`src/rtl/cache_mem_burst_adapter.sv`:
```
// cache_mem_burst_adapter: splits cache line requests into word bus bursts.
// Optional stall timeout with sticky bus_err: CACHE_MEM_BURST_TIMEOUT_EN.
module cache_mem_burst_adapter #(
  parameter int ADDR_WIDTH       = 32,
  parameter int BLOCK_SIZE_BYTES = 32,
  parameter int BUS_WIDTH        = 32,
  parameter int TIMEOUT_CYCLES   = 1024
) (
  input  logic                          clk,
  input  logic                          rst_n,
  input  logic [ADDR_WIDTH-1:0]         mem_addr,
  input  logic                          mem_read,
  input  logic                          mem_write,
  input  logic [BLOCK_SIZE_BYTES*8-1:0] mem_wdata,
  output logic [BLOCK_SIZE_BYTES*8-1:0] mem_rdata,
  output logic                          mem_wait,
  output logic                          bus_valid,
  input  logic                          bus_ready,
  output logic                          bus_we,
  output logic [ADDR_WIDTH-1:0]         bus_addr,
  output logic [BUS_WIDTH-1:0]          bus_wdata,
  input  logic                          bus_rvalid,
  input  logic [BUS_WIDTH-1:0]          bus_rdata,
  output logic                          bus_err
);

  localparam int LINE_W = BLOCK_SIZE_BYTES * 8;
  localparam int BEATS  = LINE_W / BUS_WIDTH;
  localparam int OFFSET = $clog2(BLOCK_SIZE_BYTES);
  localparam int CW     = $clog2(BEATS + 1);
  localparam int IW     = (BEATS > 1) ? $clog2(BEATS) : 1;

  localparam logic [CW-1:0] LAST = CW'(BEATS - 1);
  localparam logic [CW-1:0] FULL = CW'(BEATS);
  localparam logic [ADDR_WIDTH-1:0] STEP = ADDR_WIDTH'(BUS_WIDTH / 8);

  typedef enum logic [2:0] {
    S_IDLE,
    S_WR,
    S_RD,
    S_DRAIN,
    S_DONE
  } state_t;

  state_t                r_state;
  logic [CW-1:0]         r_cmd_cnt;
  logic [CW-1:0]         r_rsp_cnt;
  logic [LINE_W-1:0]     r_wline;
  logic [LINE_W-1:0]     r_rdata;
  logic                  r_mem_wait;
  logic                  r_bus_valid;
  logic                  r_bus_we;
  logic [ADDR_WIDTH-1:0] r_bus_addr;
  logic [BUS_WIDTH-1:0]  r_bus_wdata;

  logic [ADDR_WIDTH-1:0] w_base;
  logic                  w_acc;
  logic                  w_rsp;
  logic                  w_cmd_last;
  logic                  w_rsp_last;
  logic                  w_rsp_done;
  logic [IW-1:0]         w_rsp_idx;
  logic                  w_busy;
  logic                  w_unused;

  assign w_base = {mem_addr[ADDR_WIDTH-1:OFFSET], {OFFSET{1'b0}}};
  assign w_acc  = r_bus_valid && bus_ready;
  assign w_busy = (r_state == S_WR) || (r_state == S_RD) ||
                  (r_state == S_DRAIN);

  // Responses only count while a read is collecting and the line is short.
  assign w_rsp = bus_rvalid && (r_rsp_cnt != FULL) &&
                 ((r_state == S_RD) || (r_state == S_DRAIN));

  assign w_cmd_last = (r_cmd_cnt == LAST);
  assign w_rsp_last = w_rsp && (r_rsp_cnt == LAST);
  assign w_rsp_done = w_rsp_last || (r_rsp_cnt == FULL);
  assign w_rsp_idx  = r_rsp_cnt[IW-1:0];

  assign mem_rdata = r_rdata;
  assign mem_wait  = r_mem_wait;
  assign bus_valid = r_bus_valid;
  assign bus_we    = r_bus_we;
  assign bus_addr  = r_bus_addr;
  assign bus_wdata = r_bus_wdata;

`ifdef CACHE_MEM_BURST_TIMEOUT_EN
  localparam int TW = $clog2(TIMEOUT_CYCLES + 1);
  localparam logic [TW-1:0] TO_LAST = TW'(TIMEOUT_CYCLES - 1);

  logic [TW-1:0] r_stall;
  logic          r_err;

  assign bus_err  = r_err;
  assign w_unused = ^mem_addr[OFFSET-1:0];
`else
  assign bus_err  = 1'b0;
  assign w_unused = ^mem_addr[OFFSET-1:0] ^ (TIMEOUT_CYCLES == 0);
`endif

  // Burst FSM: command issue, response assembly and done pulse.
  always_ff @(posedge clk or negedge rst_n) begin
    if (!rst_n) begin
      r_state     <= S_IDLE;
      r_cmd_cnt   <= '0;
      r_rsp_cnt   <= '0;
      r_wline     <= '0;
      r_rdata     <= '0;
      r_mem_wait  <= 1'b1;
      r_bus_valid <= 1'b0;
      r_bus_we    <= 1'b0;
      r_bus_addr  <= '0;
      r_bus_wdata <= '0;
`ifdef CACHE_MEM_BURST_TIMEOUT_EN
      r_stall     <= '0;
      r_err       <= 1'b0;
`endif
    end else begin
      unique case (r_state)
        S_IDLE: begin
          r_cmd_cnt <= '0;
          r_rsp_cnt <= '0;
          if (mem_write) begin
            r_wline     <= mem_wdata;
            r_bus_valid <= 1'b1;
            r_bus_we    <= 1'b1;
            r_bus_addr  <= w_base;
            r_bus_wdata <= mem_wdata[BUS_WIDTH-1:0];
            r_state     <= S_WR;
          end else if (mem_read) begin
            r_bus_valid <= 1'b1;
            r_bus_we    <= 1'b0;
            r_bus_addr  <= w_base;
            r_bus_wdata <= '0;
            r_state     <= S_RD;
          end
        end
        S_WR: begin
          if (w_acc) begin
            r_cmd_cnt <= r_cmd_cnt + CW'(1);
            if (w_cmd_last) begin
              r_bus_valid <= 1'b0;
              r_mem_wait  <= 1'b0;
              r_state     <= S_DONE;
            end else begin
              r_bus_addr  <= r_bus_addr + STEP;
              r_bus_wdata <= r_wline[2*BUS_WIDTH-1:BUS_WIDTH];
              r_wline     <= r_wline >> BUS_WIDTH;
            end
          end
        end
        S_RD: begin
          if (w_rsp) begin
            r_rdata[w_rsp_idx*BUS_WIDTH +: BUS_WIDTH] <= bus_rdata;
            r_rsp_cnt <= r_rsp_cnt + CW'(1);
          end
          if (w_acc) begin
            r_cmd_cnt <= r_cmd_cnt + CW'(1);
            if (w_cmd_last) begin
              r_bus_valid <= 1'b0;
              if (w_rsp_done) begin
                r_mem_wait <= 1'b0;
                r_state    <= S_DONE;
              end else begin
                r_state <= S_DRAIN;
              end
            end else begin
              r_bus_addr <= r_bus_addr + STEP;
            end
          end
        end
        S_DRAIN: begin
          if (w_rsp) begin
            r_rdata[w_rsp_idx*BUS_WIDTH +: BUS_WIDTH] <= bus_rdata;
            r_rsp_cnt <= r_rsp_cnt + CW'(1);
            if (w_rsp_last) begin
              r_mem_wait <= 1'b0;
              r_state    <= S_DONE;
            end
          end
        end
        S_DONE: begin
          r_mem_wait <= 1'b1;
          r_state    <= S_IDLE;
        end
        default: begin
          r_state <= S_IDLE;
        end
      endcase
`ifdef CACHE_MEM_BURST_TIMEOUT_EN
      if (w_busy) begin
        if (w_acc || bus_rvalid) begin
          r_stall <= '0;
        end else if (r_stall == TO_LAST) begin
          r_stall     <= '0;
          r_state     <= S_DONE;
          r_mem_wait  <= 1'b0;
          r_bus_valid <= 1'b0;
          r_err       <= 1'b1;
          if (r_state != S_WR) begin
            for (int k = 0; k < BEATS; k++) begin
              if (CW'(k) >= r_rsp_cnt) begin
                r_rdata[k*BUS_WIDTH +: BUS_WIDTH] <= '0;
              end
            end
          end
        end else begin
          r_stall <= r_stall + TW'(1);
        end
      end else begin
        r_stall <= '0;
      end
`endif
    end
  end

endmodule

```
`config.mk`:
```
export PLATFORM = sky130hd
export DESIGN_NAME = cache_mem_burst_adapter
export DESIGN_NICKNAME = d
export VERILOG_FILES = /design/src/rtl/cache_mem_burst_adapter.sv
export SDC_FILE = /design/constraint.sdc
export NUM_CORES = 1
export LEC_CHECK = 0
export BUFFER_PORTS_ARGS = -buffer_cell sky130_fd_sc_hd__buf_2
export CAP_MARGIN = 20
export CORE_AREA = 2 2 250 252
export DETAILED_ROUTE_END_ITERATION = 6
export DIE_AREA = 0 0 252 254
export MAX_ROUTING_LAYER = met4
export PLACE_DENSITY = 0.74
export SLEW_MARGIN = 25
export SYNTH_ARGS = -nofsm -noshare
export SYNTH_HDL_FRONTEND = slang
export SYNTH_SLANG_ARGS = --single-unit
```
`constraint.sdc`:
```
create_clock -name clk -period 7 [get_ports clk]
set_clock_uncertainty 0.1 [all_clocks]
set_input_delay 0.35 -clock clk [delete_from_list [all_inputs] [get_ports clk]]
set_output_delay 0.35 -clock clk [all_outputs]
set_load 0.05 [all_outputs]
```
==> metrics.md, run 1 <==
| Metric | Value |
|---|---|
| CTS root buffer | clkbuf_16 |
| # port buffers | 641 |
| Internal cell power | 8.53 mW |
| Synth cell types | 66 |
| Post-synthesis sequential area ratio | 57.5% |
| Peak supply drop | 257 µV |
| Yosys top cell by area | dfrtp_1 |
| Vias in the first global route | 21500 |
| Starting DRT DRC Count | 2281 |
| Final ANT Viol Nets | 0 |
| Row count | 91 |
| Crit path kind | reg2reg |
| Switching Fraction | 47.2% |
| DP Area | 27900 µm² |
| Synth area leaders | dfrtp_1 57%, nand2_1 8.7%, mux2i_1 8.0% |
| Routed wire per std cell | 21.2 µm |
| CP max stage cell | buf_12 |
| Sink Count | 556 |
| FF-to-FF path depth | 6 |
| Cell Pwr Density | 490 nW/µm² |
| CP cell instances | inv_1 -> nor3_2 -> buf_12 -> buf_12 -> mux2i_1 -> o21ai_0 |
| Via-per-instance ratio | 5.33 |
| Syn Area/Cell | 10.4 µm² |
| Share of cells above drive strength 1 | 27.3% |
| Relative slew slack | 30.8% |
| CP dominant cell by count | buf_12 |
| Min-delay src | mem_wdata[63] |
| FF-to-FF setup slack | 3400 ps |
| Reg clk slew, reported paths | 70 ps |
| # H-tree levels | 2 |
| Placed cells | 3614 |
| Synth Instances | 2333 |
| CP top delay family | buffers and inverters |
| Seq pwr share | 34.8% |
| Setup violations, final | 0 |
| CP Launch Type | register |
| RSZ-0062 raised after global routing | false |
| Worst min path class | in2reg |
| Max Clk Rate | 0.278 GHz |
| Post-CTS Setup Repair Bufs | 0 |
| Yosys reg bits | 556 |
| Cell Count, Final, Fillers Out | 4049 |
| Nets | 3522 |
| R2R Path Start | r_state[0] |
| Setup tns final | 0 ps |
| Crit-path max FO | 127 |
| Die Height | 254 µm |
| Clock Tree Buf Depth | 3 |
| Reg2Reg Capture Point | r_wline[216] |
| Worst EP arrival | 3970 ps |
| CP Capture Type | register |
| Initial Util | 39.5% |
| TritonCTS Buffers | 60 |
| GRT overflow | 0 |
| Synth Warn # | 0 |
| Post-route minimum period | 3600 ps |
| TritonRoute pass-1 iters | 6 |
| Total power | 16.2 mW |
| Initial antenna violation count | 17 |
| First-pass GRT wire length | 127000 µm |
| Min Hold Slack | 17.9 ps |
| Routed wire length | 85800 µm |
| Least-Margin Pin Slew | 1040 ps |
| WP depth | 6 |
| Area Growth Syn to Fin | 36.4% |
| Residual DRC | 0 |
| Hold Vio Cnt, Final | 0 |
| Post-CTS Resized | 0 |
| Status | finished, final reports clean |
| Die width | 252 µm |
| Hold Path Sink | r_wline[63] |
| Total GRT Usage | 26.5% |
| Clk pwr share | 19.8% |
| Hold depth | 3 |
| Max_cap viols | 0 |
| Post-route cell area | 33000 µm² |
| Final Util | 53.9% |
| Vias post-DR | 21600 |
| Post-Syn Area | 24200 µm² |
| Static leakage | 15.9 nW |
| Largest net degree at the start of global routing | 235 |
| GPL Wtd Cong | 0.916 |
| Req. time, crit path | 7360 ps |
| HPWL after detailed placement | 53300 µm |
| Worst-skew pair later-pin latency | 630 ps |
| Final WS setup | 3400 ps |
| CTS tree | yes |
| Combinational cell fraction of total power | 45.4% |
| Switch Pwr | 7.64 mW |
| Filler Cell Count | 5038 |
| I/O pin cnt | 650 |
| EDFF count, synth | 0 |
| Synth Flop Type | dfrtp_1 |
| Place WS | 3550 ps |
| Die ar. | 64000 µm² |
| Crit share post-route | 51.5% |
| Area share of the largest cell type after synthesis | 57.4% |
| Async SR Flop Fraction | 100% |
| Max-slew violations | 0 |
| Worst path bufs/invs | 3 |
| CP peak stage delay | 670 ps |
| Core ar. | 61300 µm² |
[synthesized netlist by cell type, drive strengths merged (25+ instances only)]
library cell,count
nand2,563
a31oi,35
clkbuf,100
nand3,86
buf,75
a21oi,25
mux2i,194
dfrtp,555
mux2,103
nor2,65
o21ai,358
[worst register-to-register path: stages, from the launching register on]
cell and delay, ps:
dfrtp_1 620, inv_1 150, nor3_2 230, buf_12 460
buf_12 810, mux2i_1 500, o21ai_0 570
[cell type report]
cell class	instances	area [µm²]	share of cell area, %
inverter	9	33.8	0.102
clock buffer	91	1750	5.29
sequential	556	13900	42.1
timing repair buffer	969	6520	19.8
clock inverter	22	246	0.746
multi-input combinational	1595	9530	28.9
tap	790	988	2.99
antenna	17	42.5	0.129
[power by group through the flow]
| stage | sequential, mW | combinational (mW) | clock, mW |
|---|---|---|---|
| detailed placement | 5.59 | 7.04 | 0 |
| global placement | 5.52 | 6.92 | 0 |
| finish | 5.63 | 7.34 | 3.20 |
| floorplan | 8.03 | 2.64 | 0 |
| CTS | 5.54 | 7.20 | 3.25 |
| global route | 5.77 | 7.81 | 3.39 |
[flip-flops by register name, indices dropped and copies added, names as in the netlist]
| name | cells |
|---|---|
| mem_rdata | 256 |
| r_wline | 224 |
| bus_wdata | 32 |
| bus_addr | 30 |
| r_cmd_cnt | 4 |
| r_rsp_cnt | 4 |
| r_state | 3 |
| bus_valid | 1 |
| bus_we | 1 |
| mem_wait | 1 |
[worst max path at each step]
| stage | startpoint | to | slack (ps) |
|---|---|---|---|
| 2_1_floorplan | r_rsp_cnt[0] | mem_rdata[198] | 4280 |
| 3_3_place_gp | r_rsp_cnt[1] | mem_rdata[115] | 3630 |
| 3_5_place_dp | r_rsp_cnt[1] | mem_rdata[127] | 3550 |
| 4_1_cts | r_rsp_cnt[1] | mem_rdata[127] | 3540 |
| 5_1_grt | r_state[0] | r_wline[216] | 3280 |
| 6_report | r_state[0] | r_wline[216] | 3400 |
[logic make-up after synthesis]
logic type / count (synthesis) / share of synthesized area (%)
AOI/OAI and AO/OA: 483 / 11.0
xor gates and xnor gates: 5 / 0.181
adders and majority gates: 6 / 0.300
buffers and inverters: 184 / 3.41
DFF: 556 / 57.5
muxes: 297 / 13.6
other: 1 / 0.0155
and+or+nand+nor: 801 / 14.0
[what timing repair did]
item / 4_1_cts / 5_1_grt
setup endpoints to repair: 0 / 0
hold buffers: 304 / 0
hold endpoints to repair: 445 / 0
[cell usage in the layout, fill, tap and decap left out, types with 17 or more instances in the layout]
cell	count
a31oi_1	35
clkbuf_16	60
nand2_1	563
nand3_1	86
mux2i_1	194
nor2_1	63
diode_2	17
clkbuf_1	18
a21oi_1	24
dlygate4sd3_1	304
buf_2	640
mux2_4	54
mux2_2	48
o21ai_0	358
dfrtp_1	555
[per-layer routing]
layer | part of all wire, % | wire length, µm | vias up | track usage [%]
met2 | 47 | 40400 | 1091 | 41.1
met1 | 40 | 34200 | 10400 | 32.8
met5 | 0 | 0 | - | -
met3 | 7.5 | 6430 | 313 | 5.29
met4 | 5.5 | 4720 | 0 | 13.9
li1 | - | - | 9796 | -
Note: power is estimated with default switching activity, not from simulation.
==> run 2, diff against run 1 <==
--- a/config.mk
+++ b/config.mk
@@ -5,11 +5,12 @@
 export SDC_FILE = /design/constraint.sdc
 export NUM_CORES = 1
 export LEC_CHECK = 0
+export ABC_AREA = 1
 export BUFFER_PORTS_ARGS = -buffer_cell sky130_fd_sc_hd__buf_2
 export CAP_MARGIN = 20
-export CORE_AREA = 2 2 250 252
+export CORE_AREA = 2 2 255 257
 export DETAILED_ROUTE_END_ITERATION = 6
-export DIE_AREA = 0 0 252 254
+export DIE_AREA = 0 0 257 259
 export MAX_ROUTING_LAYER = met4
 export PLACE_DENSITY = 0.74
 export SLEW_MARGIN = 25
==> constraint.sdc (replaced) <==
create_clock -name clk -period 3.6 [get_ports clk]
set_clock_uncertainty 0.1 [all_clocks]
set_input_delay 0.18 -clock clk [delete_from_list [all_inputs] [get_ports clk]]
set_output_delay 0.18 -clock clk [all_outputs]
set_load 0.05 [all_outputs]
==> run 2 against run 1 <==
Net effect: via count grew 18%; design area is 4.4% higher; die area increased by 4.0%; clock power up 91%; total power up 71%; hold slack gained 5.5 ps; setup slack worse by 2800 ps; synthesized cell count grew 34%; synthesized area rose by 5.3%; core utilization rose by 0.067 points; critical endpoint is now mem_rdata[12]; highest routed layer unchanged; largest cell class unchanged.
==> metrics.md, run 2 <==
| Metric | Value |
|---|---|
| Status | finished, final reports clean |
| CTS tree | yes |
| Final Util | 54.0% |
| CP cell instances | inv_1 -> ha_2 -> ha_2 -> nor2_1 -> inv_1 -> nor3_2 -> buf_4 -> nand2_2 -> o21ai_0 |
| GPL Wtd Cong | 0.940 |
| Yosys reg bits | 556 |
| Core ar. | 63900 µm² |
| Post-CTS Resized | 0 |
| Most frequent cells after synthesis | 832 x nand2_1, 555 x dfrtp_1, 434 x o21ai_0, 341 x inv_1, 203 x nor2_1 |
| Routed wire per std cell | 19.2 µm |
| Synth Warn # | 0 |
| CP Capture Type | register |
| CP Launch Type | register |
| Placed cells | 4476 |
| Max Clk Rate | 0.328 GHz |
| Hold Vio Cnt, Final | 0 |
| Synth cell types | 37 |
| # H-tree levels | 2 |
| Commonest non-fill, non-tap cells in the layout | 831 x nand2_1, 640 x buf_2, 555 x dfrtp_1 |
| FF-to-FF path depth | 9 |
| Setup violations, final | 0 |
| Via-per-instance ratio | 5.17 |
| WP depth | 9 |
| Crit share post-route | 84.8% |
| Yosys top cell by area | dfrtp_1 |
| Clock Tree Buf Depth | 3 |
| Total power | 27.7 mW |
| Least-Margin Pin Slew | 969 ps |
| Largest register FFs | 256 |
| Worst-skew pair later-pin latency | 620 ps |
| Routed wire length | 94300 µm |
| Peak supply drop | 491 µV |
| Nets | 4329 |
| FF-to-FF setup slack | 550 ps |
| CP max stage cell | nand2_2 |
| Post-route minimum period | 3050 ps |
| Most common cell after layout, fill and taps aside | nand2_1 |
| Starting DRT DRC Count | 2830 |
| First-pass GRT wire length | 144000 µm |
| TritonCTS Buffers | 59 |
| Area share of the largest cell type after synthesis | 54.5% |
| Async SR Flop Fraction | 100% |
| TritonRoute pass-1 iters | 6 |
| Reg clk slew, reported paths | 60 ps |
| Vias in the first global route | 25000 |
| Post-synthesis sequential area ratio | 54.6% |
| Die width | 257 µm |
| Synth Instances | 3130 |
| Worst min path class | in2async |
| Die ar. | 66600 µm² |
| RSZ-0062 raised after global routing | false |
| Crit path kind | reg2reg |
| Post-Syn Area | 25500 µm² |
| Hold buffers post-CTS | 316 |
| Max_cap viols | 0 |
| Initial Util | 39.9% |
| Vias post-DR | 25400 |
| EDFF count, synth | 0 |
| CP top delay family | simple AND/OR/NAND/NOR gates |
| Count leader, synth | nand2_1 |
| Post-CTS Setup Repair Bufs | 0 |
| Final ANT Viol Nets | 0 |
| DP Area | 29300 µm² |
| Initial antenna violation count | 12 |
| Crit path launch | r_rsp_cnt[1] |
| Residual DRC | 0 |
| CP peak stage delay | 580 ps |
| Worst EP arrival | 3460 ps |
| Post-route cell area | 34500 µm² |
| Synth Flop Type | dfrtp_1 |
| Setup tns final | 0 ps |
| Static leakage | 17.4 nW |
| Synth area leaders | dfrtp_1 55%, nand2_1 12%, o21ai_0 8.5% |
| R2R Path Start | r_rsp_cnt[1] |
| Share of cells above drive strength 1 | 20.4% |
| Worst path bufs/invs | 3 |
| HPWL after detailed placement | 62400 µm |
| I/O pin cnt | 650 |
| Crit-path max FO | 52 |
| Max-slew violations | 0 |
| Cell Count, Final, Fillers Out | 4915 |
| CTS root buffer | clkbuf_16 |
| Die Height | 259 µm |
| Sink Count | 556 |
| Total GRT Usage | 28.5% |
| Area Growth Syn to Fin | 35.3% |
| Cell Pwr Density | 802 nW/µm² |
| Worst setup path end | mem_rdata[12] |
| # port buffers | 641 |
| Reg2Reg Capture Point | mem_rdata[12] |
| Req. time, crit path | 4010 ps |
| Largest net degree at the start of global routing | 148 |
| GRT overflow | 0 |
| Syn Area/Cell | 8.14 µm² |
| Row count | 93 |
| Relative slew slack | 35.2% |
-- run 2: cell type report --
class                           instances  area [µm²]
Fill cell                            5508       29400
Antenna cell                           16        40.0
Inverter                              351        1320
Tap cell                              855        1070
Sequential cell                       556       13900
Multi-Input combinational cell       2024        9320
Clock inverter                         16         153
Clock buffer                           91        1800
Timing Repair Buffer                 1006        6870
-- run 2: cells by family after synthesis --
family / after synthesis / synth area share (%)
other cells: 1 / 0.0147
xor+xnor: 10 / 0.344
buf+inv: 552 / 8.94
fa+ha+maj: 5 / 0.246
compound gates: 770 / 16.0
flops: 556 / 54.6
simple gates: 1236 / 19.8
-- run 2: per-stage QoR --
stage / hold slack (ps) / setup slack (ps)
2_1_floorplan: -216 / 1380
3_3_place_gp: 132 / 643
3_5_place_dp: 135 / 534
4_1_cts: 45.5 / 512
5_1_grt: 61.9 / 313
6_report: 23.4 / 547
-- run 2: how the worst min path moves through the flow --
stage / from / slack [ps] / depth (start not counted) / to
after floorplan: rst_n / -220 / 0 / bus_addr[10]
after global placement: rst_n / 130 / 1 / bus_wdata[30]
after detailed placement: rst_n / 140 / 1 / bus_wdata[4]
after CTS: rst_n / 50 / 2 / bus_wdata[4]
after global routing: rst_n / 60 / 2 / bus_wdata[4]
final: rst_n / 20 / 2 / bus_wdata[4]
-- run 2: metal layers --
layer | vias to the layer above | track usage (%) | wire, µm
met2 | 1319 | 48.5 | 46900
met3 | 304 | 4.73 | 6770
met5 | - | - | 0
met4 | 0 | 14.1 | 5280
met1 | 12000 | 32.6 | 35300
li1 | 11800 | - | -
-- run 2: power breakdown --
group	leakage, nW	internal (mW)	total [mW]	switching, mW
Clock	0.950	3.50	6.11	2.61
Combinational	9.28	3.26	12.5	9.21
Sequential	7.17	8.18	9.07	0.890
==> run 3, diff against run 2 <==
--- a/config.mk
+++ b/config.mk
@@ -5,14 +5,14 @@
 export SDC_FILE = /design/constraint.sdc
 export NUM_CORES = 1
 export LEC_CHECK = 0
-export ABC_AREA = 1
+export ABC_AREA = 0
 export BUFFER_PORTS_ARGS = -buffer_cell sky130_fd_sc_hd__buf_2
 export CAP_MARGIN = 20
-export CORE_AREA = 2 2 255 257
+export CORE_AREA = 2 2 251 253
 export DETAILED_ROUTE_END_ITERATION = 6
-export DIE_AREA = 0 0 257 259
+export DIE_AREA = 0 0 253 255
 export MAX_ROUTING_LAYER = met4
-export PLACE_DENSITY = 0.74
+export PLACE_DENSITY = 0.73
 export SLEW_MARGIN = 25
 export SYNTH_ARGS = -nofsm -noshare
 export SYNTH_HDL_FRONTEND = slang
==> constraint.sdc (replaced) <==
create_clock -name clk -period 2.85 [get_ports clk]
set_clock_uncertainty 0.1 [all_clocks]
set_input_delay 0.1425 -clock clk [delete_from_list [all_inputs] [get_ports clk]]
set_output_delay 0.1425 -clock clk [all_outputs]
set_load 0.05 [all_outputs]
==> run 3 against run 2 <==
Net effect: the flow now finishes with violations (DRC); largest power group unchanged; core utilization grew 0.38 points; clock power grew 32%; hold slack gained 28 ps; register-to-register slack lost 430 ps; maximum frequency grew 12%.
==> metrics.md, run 3 (synthesis results as in run 1) <==
| Metric | Value |
|---|---|
| Seq pwr share | 34.1% |
| RSZ-0062 raised after global routing | false |
| Relative slew slack | 40.2% |
| Final Util | 54.4% |
| Cell Pwr Density | 1200 nW/µm² |
| Static leakage | 16.3 nW |
| Min Hold Slack | 50.9 ps |
| Initial Util | 38.9% |
| Setup tns final | 0 ps |
| Sink Count | 556 |
| Switching Fraction | 47.2% |
| GRT overflow | 0 |
| Filler Cell Count | 5164 |
| Max_cap viols | 0 |
| # port buffers | 641 |
| Area Growth Syn to Fin | 39.6% |
| Crit path kind | reg2reg |
| CP Launch Type | register |
| Hold buffers post-CTS | 322 |
| Internal cell power | 21.4 mW |
| Total GRT Usage | 27.1% |
| Final WS setup | 115 ps |
| Max-slew violations | 0 |
| Combinational cell fraction of total power | 46.0% |
| TritonCTS Buffers | 59 |
| Vias in the first global route | 22400 |
| TritonRoute pass-1 iters | 7 |
| Hold Vio Cnt, Final | 0 |
| Commonest non-fill, non-tap cells in the layout | 640 x buf_2, 563 x nand2_1, 555 x dfrtp_1 |
| Row count | 92 |
| Worst-skew pair later-pin latency | 660 ps |
| Violated checks | DRC |
| Core ar. | 62200 µm² |
| Crit-path max FO | 35 |
| DP Area | 28500 µm² |
| Nets | 3593 |
| Routed wire length | 87400 µm |
| Final ANT Viol Nets | 0 |
| Register area | 13900 µm² |
| Switch Pwr | 19.1 mW |
| Placed cells | 3678 |
| First-pass GRT wire length | 131000 µm |
| Clk pwr share | 19.9% |
| Vias post-DR | 21900 |
| I/O pin cnt | 650 |
| Via-per-instance ratio | 5.32 |
| Multi-input gate area | 9520 µm² |
| Largest net degree at the start of global routing | 115 |
| CTS tree | yes |
| Worst min path class | in2async |
| Die Height | 255 µm |
| Status | finished, violations left |
| Post-route minimum period | 2730 ps |
| Worst EP arrival | 3150 ps |
| CP Capture Type | register |
| Peak supply drop | 678 µV |
| CTS root buffer | clkbuf_16 |
| Cell Count, Final, Fillers Out | 4118 |
| Least-Margin Pin Slew | 897 ps |
| Residual DRC | 1 |
| Most common cell after layout, fill and taps aside | buf_2 |
| Share of cells above drive strength 1 | 28.3% |
| Max Clk Rate | 0.366 GHz |
| HPWL after detailed placement | 56300 µm |
| Initial antenna violation count | 11 |
| Die ar. | 64500 µm² |
| Post-route cell area | 33800 µm² |
| Crit share post-route | 96.0% |
| Die width | 253 µm |
| Post-CTS Resized | 0 |
| Setup violations, final | 0 |
| Starting DRT DRC Count | 2048 |
| Post-CTS Setup Repair Bufs | 0 |
| Place WS | 175 ps |
| Reg clk slew, reported paths | 60 ps |
| Largest register FFs | 256 |
| Total power | 40.5 mW |
| Routed wire per std cell | 21.2 µm |
| Req. time, crit path | 3260 ps |
| Clock Tree Buf Depth | 3 |
| GPL Wtd Cong | 0.937 |
| # H-tree levels | 2 |
[run 3: cell count changes in the layout (fill, tap and decap cells not counted), sizes merged, moves of 8 or more]
cell	delta
nor2	-144
o21ai	-238
nand3	-63
mux2	+103
o31ai	-57
nor3	-9
inv	-339
nand2	-275
or3	+8
nand2b	+13
buf	+29
a21oi	-40
mux2i	+194
[run 3: path summary, 6_finish.rpt]
kind                           startpoint        endpoint  slack (ps)  depth (start not counted)
setup / recovery             r_rsp_cnt[0]  mem_rdata[209]         120                          8
min in group clk           mem_wdata[239]    r_wline[239]         190                          4
max in group asynchronous           rst_n    bus_wdata[7]        1690                          3
setup reg to reg             r_rsp_cnt[0]  mem_rdata[209]         120                          8
hold reg to reg             mem_rdata[64]   mem_rdata[64]         360                          2
hold / removal                      rst_n    r_wline[122]          50                          2
[run 3: worst max-delay path, stage by stage (launching register included)]
cell,delay (ps)
dfrtp_1,350
inv_1,80
ha_1,230
ha_1,220
nand2b_1,200
nand2b_1,280
or4_4,540
buf_12,220
mux2_4,340
[run 3: area by class of cell]
cell class | count | share of cell area, %
Sequential cell | 556 | 41.2
Multi-Input combinational cell | 1595 | 28.2
Timing Repair Buffer | 1041 | 21.5
Clock buffer | 86 | 5.08
Tap cell | 799 | 2.96
Clock inverter | 19 | 0.926
Inverter | 9 | 0.100
Antenna cell | 13 | 0.0963
[run 3: power groups by stage]
stage               registers, mW  logic, mW  clock network, mW
finish                       13.8       18.6               8.07
global route                 14.2       19.9               8.48
CTS                          13.6       18.3               8.11
detailed placement           13.7       17.9                  0
global placement             13.6       17.5                  0
floorplan                    19.7       6.49                  0
[run 3: per-layer routing]
layer  vias to the layer above  share of wire [%]  GRT usage [%]  wire [µm]
met3                       323                7.8           6.36       6830
met1                     10600                 40           32.9      34800
li1                       9928                  -              -          -
met4                         0                5.6           14.0       4910
met2                      1092                 47           42.1      40900
met5                         -                  0              -          0
